File: src/rtl/sha256_msg_sched.sv
// SHA-256 message schedule: loads a 16-word block, then streams W[0..NUM_ROUNDS-1]
// from a 16-word sliding window over a valid/ready handshake.
`timescale 1ns/1ps
module sha256_msg_sched #(
    parameter int unsigned NUM_ROUNDS = 64
) (
    input  logic        clk,
    input  logic        rst_n,
    input  logic        flush,
    input  logic        in_valid,
    output logic        in_ready,
    input  logic [31:0] in_word,
    output logic        out_valid,
    input  logic        out_ready,
    output logic [31:0] out_word,
    output logic [5:0]  out_idx,
    output logic        out_last,
    output logic        busy
);

    typedef enum logic {LOAD, EMIT} state_t;

    localparam logic [5:0] LAST_IDX = 6'(NUM_ROUNDS - 1);

    state_t      state, state_nx;
    logic [31:0] win [16];
    logic [4:0]  load_cnt;
    logic [5:0]  emit_cnt;
    logic        in_fire, out_fire, load_done, emit_done;
    logic [31:0] w_next;

    function automatic logic [31:0] rotr(input logic [31:0] x, input int unsigned n);
        return (x >> n) | (x << (32 - n));
    endfunction

    function automatic logic [31:0] sigma0(input logic [31:0] x);
        return rotr(x, 7) ^ rotr(x, 18) ^ (x >> 3);
    endfunction

    function automatic logic [31:0] sigma1(input logic [31:0] x);
        return rotr(x, 17) ^ rotr(x, 19) ^ (x >> 10);
    endfunction

    assign in_ready  = (state == LOAD);
    assign out_valid = (state == EMIT);
    // flush masks both handshakes so it wins over any transfer in the same cycle
    assign in_fire   = in_valid  & in_ready  & ~flush;
    assign out_fire  = out_valid & out_ready & ~flush;
    assign load_done = in_fire  && (load_cnt == 5'd15);
    assign emit_done = out_fire && (emit_cnt == LAST_IDX);

    assign out_word = win[0];
    assign out_idx  = emit_cnt;
    assign out_last = (state == EMIT) && (emit_cnt == LAST_IDX);
    assign busy     = (state != LOAD) || (load_cnt != 5'd0);

    // win[0] is W[t], so win[14], win[9], win[1] are W[t+14], W[t+9], W[t+1]
    assign w_next = sigma1(win[14]) + win[9] + sigma0(win[1]) + win[0];

    always_ff @(posedge clk or negedge rst_n) begin
        if (!rst_n) begin
            state <= LOAD;
        end else begin
            state <= state_nx;
        end
    end

    always_comb begin
        state_nx = state;
        if (flush) begin
            state_nx = LOAD;
        end else begin
            case (state)
                LOAD:    if (load_done) state_nx = EMIT;
                EMIT:    if (emit_done) state_nx = LOAD;
                default: state_nx = LOAD;
            endcase
        end
    end

    always_ff @(posedge clk or negedge rst_n) begin
        if (!rst_n) begin
            for (int unsigned i = 0; i < 16; i++) begin
                win[i] <= '0;
            end
            load_cnt <= '0;
            emit_cnt <= '0;
        end else if (flush) begin
            load_cnt <= '0;
            emit_cnt <= '0;
        end else if (in_fire) begin
            win[load_cnt[3:0]] <= in_word;
            load_cnt <= load_done ? 5'd0 : load_cnt + 5'd1;
            if (load_done) begin
                emit_cnt <= '0;
            end
        end else if (out_fire) begin
            for (int unsigned i = 0; i < 15; i++) begin
                win[i] <= win[i+1];
            end
            win[15]  <= w_next;
            emit_cnt <= emit_done ? 6'd0 : emit_cnt + 6'd1;
        end
    end

endmodule
File: config.mk
export PLATFORM = sky130hd
export DESIGN_NAME = sha256_msg_sched
export DESIGN_NICKNAME = d
export VERILOG_FILES = /design/src/rtl/sha256_msg_sched.sv
export SDC_FILE = /design/constraint.sdc
export NUM_CORES = 2
export LEC_CHECK = 0
export ABC_AREA = 1
export CAP_MARGIN = 20
export CORE_AREA = 3 3 238 240
export CTS_BUF_LIST = sky130_fd_sc_hd__clkbuf_4
export DETAILED_ROUTE_END_ITERATION = 10
export DIE_AREA = 0 0 241 243
export PLACE_DENSITY_LB_ADDON = 0.25
export SYNTH_ARGS = -nofsm -noshare
export SYNTH_HDL_FRONTEND = slang
export SYNTH_SLANG_ARGS = --single-unit
File: constraint.sdc
create_clock -name clk -period 4.6 [get_ports clk]
set_input_delay 0.46 -clock clk [delete_from_list [all_inputs] [get_ports clk]]
set_output_delay 0.46 -clock clk [all_outputs]
set_load 0.01 [all_outputs]
==> metrics <==
status complete, no violations; hold_ws 94.7 ps; Design Power 0.0272 W; gpl congestion 1.05; hpwl dp 70.1 mm; LEAKAGE 14.8 nW; post-layout minimum cycle time 3950 ps; clock-pin slew on the worst setup and hold paths 60 ps; worst vdd ir 0.000593 V; Worst-Skew Late Latency 1050 ps; CP most frequent cell nand3_1; crit-path leading delay family adder cells; Worst Hold Class in -> async; core area 0.0549 mm2; Yosys top cell area share 43.8%; Post-Route Setup TNS 0 ps; sequential area share after synthesis 43.8%; pin count of the biggest net entering global routing 120; Filler Cell Count 5045; # nets final 3906; Starting Density 54.5%; die area 0.0586 mm2; Area Overhead vs Synth 9.24%; CP startpoint kind register; routed length per instance 21.9 um; Final Setup Violations 0; Vias/cell 5.78; Final ANT Viol Nets 0; Via Count 26512; grt total ovfl 0; Cell Area, Placed 0.0307 mm2; Most used DFF post-synth dfrtp_1; clk buf depth 3; residual DRC count 0; Slowest-stage cell, CP fa_1; Total Routing Usage GR 34.8%; initial DRC count 2957; RSZ-0062 raised after global routing no; largest stage delay on the critical path 530 ps; Max Clock Skew 61.5 ps; first-pass GRT wire length 154 mm; post-synth cell types 42; WP buf/inv 1; Peak Freq 0.253 GHz; Num CTS Buffers 145; initial antenna violation count 4; fraction of layout cells with a size suffix above 1 8.72%; worst path arrival time 4900 ps; Final Cycle Share 85.9%; syn avg cell area 7.96 um2; Worst Tran Pin Value 1100 ps; CTS sink count 524; Inst Count DP 4327; post-CTS setup buffers 0; Slew Limit Fails 0; Max-Cap Viols 0; PD cells 831 mW/mm2; Synth Instances 3757; drt total wl 100 mm; H-tree depth 4; post-synth top area cell dfrtp_1; synthesized net count 3892; critical path endpoint category register; CTS root buf clkbuf_4; Buffers on Ports 78; CTS tree built; Seq cells post-synth 524; YS warnings 0; Setup CP Type reg -> reg; Fin. Hold Viols 0; Die H 243 um; final instance area 0.0327 mm2; CP Data Required Time 5550 ps; vias in the first global route 25403; Mapped Area 0.0299 mm2; asr flop ratio synth 100%; CP Max Fanout 5; Die Span X 241 um; drt pass-1 iters 6; Cell Chain, Critical Path xnor2_1, xor2_1, fa_1, inv_1, fa_1, ha_1, fa_1, nand3_1, nand3_1, nand2_1, nand3_1, nand2_1, nand3_1, nand2_1, nand3_1, a21oi_1; Post-Layout Cell Count 4584; slew margin rel. 26.7%; Post-synth EDFFs 0; io pins 79; most area-consuming cells after synthesis dfrtp_1 44%, nand2_1 9.6%, o22ai_1 8.8%, inv_1 8.2%, o21ai_0 6.3%; Rows 86
[flip-flops by register name, indices dropped and copies added, names as in the netlist]
register / count
out_valid: 1
load_cnt: 5
out_idx: 6
win: 480
out_word: 32
[metrics by stage]
stage	utilization, %	worst slack (ps)
floorplan	-	1260
global placement	56.0	791
detailed placement	56.0	713
CTS	59.5	731
global route	59.6	480
finish	59.6	648
[synthesized netlist by cell type, types with 2 or more instances]
cell / number
a31oi_1: 7
xor2_1: 60
a22oi_1: 11
ha_1: 36
fa_1: 62
a21oi_1: 135
o21ai_4: 6
buf_4: 46
nand3_1: 54
o21ai_1: 127
inv_2: 11
nor3_1: 5
nor2_1: 131
nand3b_1: 2
a21oi_2: 8
inv_1: 654
buf_2: 99
nor2_4: 2
xnor2_1: 65
o21ai_0: 375
nand2_1: 763
buf_6: 26
o22ai_1: 421
clkbuf_1: 105
dfrtp_1: 524
nand4_1: 4
o21bai_1: 3
[cell type report]
class / count / area, um2 / share of cell area, %
Antenna cell: 4 / 10.0 / 0.0306
Clock buffer: 220 / 1650 / 5.05
Clock inverter: 32 / 297 / 0.907
Inverter: 667 / 2520 / 7.72
Multi-Input combinational cell: 2289 / 12800 / 39.2
Sequential cell: 524 / 13100 / 40.1
Tap cell: 704 / 881 / 2.69
Timing Repair Buffer: 144 / 1380 / 4.23
[worst register-to-register path, delay by kind of cell (launching register included)]
family          cells  cell delay [ps]
xor+xnor            2              500
buf+inv             1               80
simple gates        8              960
flops               1              480
fa+ha+maj           4             1690
compound gates      1              180
[cells by family after synthesis]
family,synth area share [%]
and+or+nand+nor,12.7
buffers and inverters,13.5
DFF,43.8
xor gates and xnor gates,3.66
adders and majority gates,5.65
AOI/OAI and AO/OA,20.6
[metal layers]
metal / global-route usage (%) / wire (um) / vias up
li1: - / - / 12261
met2: 50.4 / 43400 / 1301
met4: 19.8 / 5880 / 4
met3: 7.69 / 8920 / 236
met1: 48.1 / 42100 / 12710
met5: 0 / 29 / -
[repair_timing]
item                      in CTS  in global routing
resized for setup              0                  0
hold buffers                   1                  0
hold endpoints to repair      84                  0
[power by group]
group          total (W)  switching (W)  internal (W)
clock            0.00456        0.00210       0.00246
sequential       0.00639       0.000727       0.00566
combinational     0.0162         0.0107       0.00548
total             0.0272         0.0136        0.0136
[path summary, 6_finish.rpt]
kind / startpoint / end / slack (ps) / cells past startpoint
max: win[50] / win[25] / 650 / 16
min: rst_n / win[28] / 90 / 2
max reg2reg: win[50] / win[25] / 650 / 16
min reg2reg: win[320] / win[320] / 480 / 2
max in group asynchronous: rst_n / win[406] / 3350 / 3
min in group clk: in_word[5] / win[5] / 120 / 3
[cells in the final DEF, fill, tap and decap left out, types with 3 or more instances in the layout]
cell type,n
clkinvlp_4,6
a21oi_4,8
o21ai_0,375
nor3_1,5
inv_6,4
nand3_1,54
xor2_1,60
o21ai_1,127
diode_2,4
clkinv_1,15
inv_2,11
dfrtp_1,524
nor2_1,131
buf_4,57
ha_1,36
o21ai_4,6
clkbuf_4,220
a22oi_1,11
inv_1,654
fa_1,62
a31oi_1,7
o22ai_1,421
a21oi_1,135
nand2_1,763
nand4_1,4
xnor2_1,65
bufinv_16,5
clkdlybuf4s50_1,77
buf_12,8
o21bai_1,3
No activity file was read; power rests on OpenSTA's default activity.
